`config.mk`:
```
export PLATFORM = sky130hd
export DESIGN_NAME = eeprom_access_arbiter
export DESIGN_NICKNAME = d
export VERILOG_FILES = /design/src/rtl/eeprom_arb_pkg.sv /design/src/rtl/eeprom_access_arbiter_rr_arbiter.sv /design/src/rtl/eeprom_access_arbiter.sv
export SDC_FILE = /design/constraint.sdc
export NUM_CORES = 1
export LEC_CHECK = 0
export ABC_CLOCK_PERIOD_IN_PS = 2490
export BUFFER_PORTS_ARGS = -buffer_cell sky130_fd_sc_hd__buf_4
export CAP_MARGIN = 20
export CORE_MARGIN = 8
export CORE_UTILIZATION = 30
export CTS_BUF_LIST = sky130_fd_sc_hd__clkbuf_8
export DETAILED_ROUTE_END_ITERATION = 8
export GPL_ROUTABILITY_DRIVEN = 0
export PLACE_DENSITY_LB_ADDON = 0.3
export SKIP_LAST_GASP = 1
export SLEW_MARGIN = 30
export SYNTH_ARGS = -nofsm -noshare
export SYNTH_HDL_FRONTEND = slang
export SYNTH_SLANG_ARGS = --single-unit
```
`constraint.sdc`:
```
create_clock -name csi_clk -period 2.49 [get_ports csi_clk]
set_clock_uncertainty 0.15 [all_clocks]
set_input_delay 0.1245 -clock csi_clk [delete_from_list [all_inputs] [get_ports csi_clk]]
set_output_delay 0.1245 -clock csi_clk [all_outputs]
set_load 0.01 [all_outputs]
```
`src/rtl/eeprom_arb_pkg.sv`:
```
// Shared types and constants for the EEPROM access arbiter.
package eeprom_arb_pkg;

  typedef enum logic [2:0] {IDLE, ISSUE, BUSY, DONE, DRAIN} ArbState;

  localparam logic [7:0] TIMEOUT_READDATA = 8'hFF;

  function automatic int grantWidth(input int n);
    return (n > 1) ? $clog2(n) : 1;
  endfunction

endpackage

```
`src/rtl/eeprom_access_arbiter_rr_arbiter.sv`:
```
// Combinational round-robin picker: first requester strictly after ptr, wrapping.
module rr_arbiter
  import eeprom_arb_pkg::*;
#(
  parameter  int NUM_REQ = 3,
  localparam int GW      = grantWidth(NUM_REQ)
) (
  input  logic [NUM_REQ-1:0] req,
  input  logic [GW-1:0]      ptr,
  input  logic               enable,
  output logic [NUM_REQ-1:0] grant_oh,
  output logic [GW-1:0]      grant_idx,
  output logic               any_req
);

  logic found;
  int   base;

  always_comb begin
    grant_oh  = '0;
    grant_idx = '0;
    found     = 1'b0;
    base      = int'(ptr);
    for (int off = 1; off <= NUM_REQ; off++) begin
      for (int i = 0; i < NUM_REQ; i++) begin
        if (enable && !found && req[i] && (i == (base + off) % NUM_REQ)) begin
          found       = 1'b1;
          grant_oh[i] = 1'b1;
          grant_idx   = GW'(i);
        end
      end
    end
  end

  assign any_req = enable && (|req);

endmodule

```
`src/rtl/eeprom_access_arbiter.sv`:
```
// Round-robin sharing of the I2C EEPROM byte port between NUM_REQ Avalon requesters,
// with accept and busy timeouts.
//   state | meaning
//   IDLE  | no transfer; arbitrate when downstream is free
//   ISSUE | strobe up, waiting for downstream waitrequest to rise
//   BUSY  | downstream working; strobe/address/data held
//   DONE  | one-cycle completion to the granted requester
//   DRAIN | after a busy timeout, wait for downstream to go idle
module eeprom_access_arbiter
  import eeprom_arb_pkg::*;
#(
  parameter int NUM_REQ        = 3,
  parameter int TIMEOUT_CYCLES = 2_000_000,
  parameter int ACCEPT_CYCLES  = 4
) (
  input  logic                   csi_clk,
  input  logic                   rsi_reset,
  input  logic [NUM_REQ-1:0]     avs_req_read,
  input  logic [NUM_REQ-1:0]     avs_req_write,
  input  logic [NUM_REQ*16-1:0]  avs_req_address,
  input  logic [NUM_REQ*8-1:0]   avs_req_writedata,
  output logic [7:0]             avs_req_readdata,
  output logic [NUM_REQ-1:0]     avs_req_waitrequest,
  output logic                   avm_m0_read,
  output logic                   avm_m0_write,
  output logic [15:0]            avm_m0_address,
  output logic [7:0]             avm_m0_writedata,
  input  logic [7:0]             avm_m0_readdata,
  input  logic                   avm_m0_waitrequest,
  output logic                   timeout_flag,
  input  logic                   timeout_clear
);

  localparam int GW = grantWidth(NUM_REQ);
  localparam int CW = $clog2(TIMEOUT_CYCLES + 1);
  localparam int AW = $clog2(ACCEPT_CYCLES + 1);

  ArbState       state_q, state_d;
  logic [GW-1:0] grant_q, grant_d;
  logic [GW-1:0] ptr_q, ptr_d;
  logic          avm_read_q, avm_read_d;
  logic          avm_write_q, avm_write_d;
  logic [15:0]   addr_q, addr_d;
  logic [7:0]    wdata_q, wdata_d;
  logic [7:0]    rdata_q, rdata_d;
  logic          flag_q, flag_d;
  logic          drain_q, drain_d;
  logic [CW-1:0] cnt_q, cnt_d;
  logic [AW-1:0] acc_q, acc_d;

  logic [NUM_REQ-1:0] pending, arb_oh;
  logic [GW-1:0]      arb_idx;
  logic               arb_any, arb_en, write_sel, timeout_set;

  assign pending   = avs_req_read | avs_req_write;
  assign arb_en    = (state_q == IDLE) && !avm_m0_waitrequest;
  assign write_sel = |(avs_req_write & arb_oh);

  rr_arbiter #(.NUM_REQ(NUM_REQ)) u_rr (
    .req       (pending),
    .ptr       (ptr_q),
    .enable    (arb_en),
    .grant_oh  (arb_oh),
    .grant_idx (arb_idx),
    .any_req   (arb_any)
  );

  always_comb begin
    state_d     = state_q;
    grant_d     = grant_q;
    ptr_d       = ptr_q;
    avm_read_d  = avm_read_q;
    avm_write_d = avm_write_q;
    addr_d      = addr_q;
    wdata_d     = wdata_q;
    rdata_d     = rdata_q;
    drain_d     = drain_q;
    cnt_d       = cnt_q;
    acc_d       = acc_q;
    timeout_set = 1'b0;

    case (state_q)
      IDLE: begin
        if (arb_any) begin
          grant_d     = arb_idx;
          ptr_d       = arb_idx;
          // a requester driving both strobes is served as a write
          avm_write_d = write_sel;
          avm_read_d  = !write_sel;
          for (int i = 0; i < NUM_REQ; i++) begin
            if (arb_oh[i]) begin
              addr_d  = avs_req_address[16*i +: 16];
              wdata_d = avs_req_writedata[8*i +: 8];
            end
          end
          acc_d   = '0;
          state_d = ISSUE;
        end
      end
      ISSUE: begin
        if (avm_m0_waitrequest) begin
          cnt_d   = '0;
          state_d = BUSY;
        end else if (acc_q == AW'(ACCEPT_CYCLES - 1)) begin
          timeout_set = 1'b1;
          rdata_d     = TIMEOUT_READDATA;
          avm_read_d  = 1'b0;
          avm_write_d = 1'b0;
          state_d     = DONE;
        end else begin
          acc_d = acc_q + AW'(1);
        end
      end
      BUSY: begin
        if (!avm_m0_waitrequest) begin
          rdata_d     = avm_m0_readdata;
          avm_read_d  = 1'b0;
          avm_write_d = 1'b0;
          state_d     = DONE;
        end else if (cnt_q == CW'(TIMEOUT_CYCLES - 1)) begin
          timeout_set = 1'b1;
          rdata_d     = TIMEOUT_READDATA;
          avm_read_d  = 1'b0;
          avm_write_d = 1'b0;
          drain_d     = 1'b1;
          state_d     = DONE;
        end else if (cnt_q != CW'(TIMEOUT_CYCLES)) begin
          cnt_d = cnt_q + CW'(1);
        end
      end
      DONE: begin
        state_d = drain_q ? DRAIN : IDLE;
        drain_d = 1'b0;
      end
      DRAIN: begin
        if (!avm_m0_waitrequest) state_d = IDLE;
      end
      default: state_d = IDLE;
    endcase

    flag_d = flag_q;
    if (timeout_clear) flag_d = 1'b0;
    if (timeout_set)   flag_d = 1'b1;
  end

  always_ff @(posedge csi_clk or posedge rsi_reset) begin
    if (rsi_reset) begin
      state_q     <= IDLE;
      grant_q     <= '0;
      ptr_q       <= GW'(NUM_REQ - 1);
      avm_read_q  <= 1'b0;
      avm_write_q <= 1'b0;
      addr_q      <= '0;
      wdata_q     <= '0;
      rdata_q     <= '0;
      flag_q      <= 1'b0;
      drain_q     <= 1'b0;
      cnt_q       <= '0;
      acc_q       <= '0;
    end else begin
      state_q     <= state_d;
      grant_q     <= grant_d;
      ptr_q       <= ptr_d;
      avm_read_q  <= avm_read_d;
      avm_write_q <= avm_write_d;
      addr_q      <= addr_d;
      wdata_q     <= wdata_d;
      rdata_q     <= rdata_d;
      flag_q      <= flag_d;
      drain_q     <= drain_d;
      cnt_q       <= cnt_d;
      acc_q       <= acc_d;
    end
  end

  for (genvar gi = 0; gi < NUM_REQ; gi++) begin : g_wreq
    assign avs_req_waitrequest[gi] = !((state_q == DONE) && (grant_q == GW'(gi)));
  end

  assign avm_m0_read      = avm_read_q;
  assign avm_m0_write     = avm_write_q;
  assign avm_m0_address   = addr_q;
  assign avm_m0_writedata = wdata_q;
  assign avs_req_readdata = rdata_q;
  assign timeout_flag     = flag_q;

endmodule

```
==> summary.md <==
| Metric | Value |
|---|---|
| Setup CP Type | flop to flop |
| Pleak | 2.628 nW |
| I/O Pins | 128 |
| Internal power | 0.002992 W |
| GR Overflow Total | 0 |
| Syn Area/Cell | 9.223 µm² |
| # rows | 40 |
| First-pass GRT wire length | 22.37 mm |
| Net switching power | 0.001878 W |
| Synth top area cells | dfrtp_1 (45%), o221ai_1 (6.0%), nand2_1 (5.3%) |
| WP data arrival | 2530 ps |
| Count leader, synth | dfrtp_1 |
| Final period util | 0.9636 |
| Post-route core utilization | 0.4960 |
| Port Buffers | 127 |
| # DRC | 0 |
| Power share of the clock group | 0.163 |
| Via count | 4146 |
| CP peak stage delay | 550 ps |
| IR drop worst, VDD | 433.6 µV |
| Via-to-Cell Ratio | 5.405 |
| H-tree lvl count | 3 |
| Minimum clock period after layout | 2399 ps |
| Final hold violations | 0 |
| Headroom to the max-slew limit | 0.4945 |
| Power per Cell Area | 824.2 mW/mm² |
| Slowest CP cell | dfstp_2 |
| Hold path depth | 4 |
| Share of layout cells above drive strength 1 | 0.2908 |
| Die X | 125.9 µm |
| Dpl cells | 662 |
| Initial core utilization | 0.3043 |
| CTS root buffer | clkbuf_8 |
| CTS tree | done |
| Maximum buffer depth of the clock tree | 2 |
| Layout fillers | 1053 |
| Post-route ant nets | 0 |
| Logic gate share of total power | 0.480 |
| Register area share after synthesis | 0.4560 |
| WP depth | 8 |
| Setup violations, final | 0 |
| Core ar. | 0.01191 mm² |
| Sw frac | 0.3856 |
| Yosys top cell area share | 0.4487 |
| Cells after Synth | 393 |
| DIE AREA | 0.01586 mm² |
| Finished Layout Cells | 767 |
| Area growth syn-to-layout | 63.00% |
| Synth async-reset ratio | 1.000 |
| Synth Flop Type | dfrtp_1 |
| Place WS | 116.8 ps |
| Worst Path Max Fanout | 13 |
| DPL Wire Length | 8.822 mm |
| Reg power frac | 0.358 |
| Status | finished clean |
| Slew of the pin with the lowest slew margin | 757.1 ps |
| Mapped cell area | 0.003625 mm² |
| Worst hold path type | primary input to flop |
| Synth Area in XOR/XNOR | 0 |
| Largest family of logic cells by synthesized area | compound AO/OA/AOI/OAI gates |
| Simple-gate share of the synthesized area | 0.2240 |
| Critical path's top delay family | compound AO/OA/AOI/OAI gates |
| GRT Util Overall | 0.1726 |
| Max Freq | 0.4168 GHz |
| TritonCTS Buffers | 9 |
| CP required | 2620 ps |
| Vias in the first global route | 4496 |
| RSZ-0062 raised after global routing | no |
| Clk Latency, worst-skew pair | 360 ps |
| Pin count of the biggest net entering global routing | 35 |
| Compound-cell area share of the yosys netlist | 0.2392 |
| Synth Net Count | 489 |
| Wire per inst | 18.26 µm |
| Crit. End Element | flop |
| Initial antenna violation count | 1 |
| CTS Sinks | 66 |
| Fin worst setup slack | 90.52 ps |
| Leading area contributor after synthesis | dfrtp_1 |
| Slew Limit Fails | 0 |
| Initial DRC Count | 291 |
| Post-synthesis adder-cell area fraction | 0.02071 |
| Chip height | 125.9 µm |
| Max_cap viols | 0 |
| Crit start category | flop |
| Detailed Route WL | 14.00 mm |
| Crit path buffers/inverters | 2 |
| Synth Register Bits | 66 |
| R2R cell count | 8 |
| Clock-pin slew on the worst setup and hold paths | 70 ps |
| Overall Power | 0.004870 W |
| Layout Nets | 710 |
| DRT Pass-1 Iters | 6 |
| Distinct cell type count after synthesis | 59 |
| Worst path cell trace | inv_1 -> ha_1 -> nor3b_1 -> o311ai_2 -> or2_1 -> buf_12 -> o221ai_1 -> o21ai_1 |
| Synth warn | 0 |
| Post-synth EDFFs | 0 |
| Multiplexer share of the synthesized area | 0.01208 |
| Post-synth top cells | dfrtp_1 (65), nand2_1 (51), nor2_1 (38) |
sequential cells by signal (all words and copies together) (netlist names):
register / count
cnt_q: 21
timeout_flag: 1
avm_m0_writedata: 8
avm_m0_address: 16
ptr_q: 1
avs_req_readdata: 8
avm_m0_write: 1
drain_q: 1
avm_m0_read: 1
state_q: 3
acc_q: 3
grant_q: 2
per-layer routing:
layer  vias up  GRT usage  share of wire
met2       213     0.2877           0.49
li1       1912          -              -
met3        29    0.07468           0.10
met1      1992     0.1861           0.38
met5         -          0              0
met4         0    0.07926          0.026
cells by family after synthesis:
kind of cell               count (synthesis)
AOI/OAI and AO/OA                        119
adders and majority gates                  6
buffers and inverters                     35
DFF                                       66
muxes                                      4
and+or+nand+nor                          163
worst paths after layout:
kind / start / endpoint / slack [ps]
max reg2reg: ptr_q[1]$_DFFE_PP1P_ / avm_m0_writedata[4]$_DFFE_PP0P_ / 90
max: ptr_q[1]$_DFFE_PP1P_ / avm_m0_writedata[4]$_DFFE_PP0P_ / 90
max in group asynchronous: rsi_reset / cnt_q[2]$_DFFE_PP0P_ / 1200
min: avs_req_write[1] / avm_m0_read$_DFFE_PP0P_ / 80
min in group asynchronous: rsi_reset / avs_req_readdata[0]$_DFFE_PP0P_ / 340
min reg2reg: ptr_q[1]$_DFFE_PP1P_ / ptr_q[1]$_DFFE_PP1P_ / 330
power groups by stage:
stage / Sequential, W / Combinational [W] / Clock (W)
finish: 0.00174 / 0.00234 / 0.000792
global route: 0.00178 / 0.00253 / 0.000851
floorplan: 0.00180 / 0.00106 / 0
detailed placement: 0.00174 / 0.00206 / 0
CTS: 0.00173 / 0.00216 / 0.000803
global placement: 0.00173 / 0.00198 / 0
metrics by stage:
step | area [µm²] | hold slack, ps | setup TNS, ps
floorplan | 3625 | 91.34 | 0
global placement | 4812 | 161.1 | -1244
detailed placement | 4825 | 161.8 | 0
CTS | 5829 | 63.21 | 0
global route | 5908 | 120.2 | 0
finish | 5908 | 84.06 | 0
final cells by class:
type,instances,area [µm²],share of cell area
well taps,147,183.9,0.03113
diodes,1,2.502,0.0004235
clock inverters,6,26.28,0.004447
flip-flops and latches,66,1653,0.2798
multi-input cells,293,1841,0.3115
inverters,12,45.04,0.007624
repair buffers,232,2019,0.3418
clock buffers,10,137.6,0.02330
cell usage in the layout (no fill, tap or decap), drive strengths merged, types with 3 or more instances in the layout:
cell         netlist  layout
ha                 6       6
a21o               4       4
nand2             52      52
mux2               3       3
clkinv             0       3
o22a              16      16
nor3b              3       3
o21ai             38      38
dlygate4sd3        0      84
or3                4       4
a211o              4       4
inv               12      15
o21bai             3       3
clkbuf             8      11
a31oi              5       5
o31ai              4       4
dfrtp             65      65
nor3              11      11
nand2b             5       5
nand4              6       6
nor4               8       8
buf               15     147
and3               5       5
nor2b              3       3
nand3             16      16
and2               3       3
o221ai            25      25
a21oi              5       5
nor2              38      38
worst min-delay path, stage by stage:
cell and delay [ps]:
buf_4 120, inv_1 40, o221ai_1 180, o22ai_1 80
timing repair:
action	in CTS	in global routing
hold buffers	84	0
endpoints found under the hold margin	68	0
resized for setup	0	2
setup endpoints to repair	0	15
buffers inserted	0	2
No activity file was read; power rests on OpenSTA's default activity.
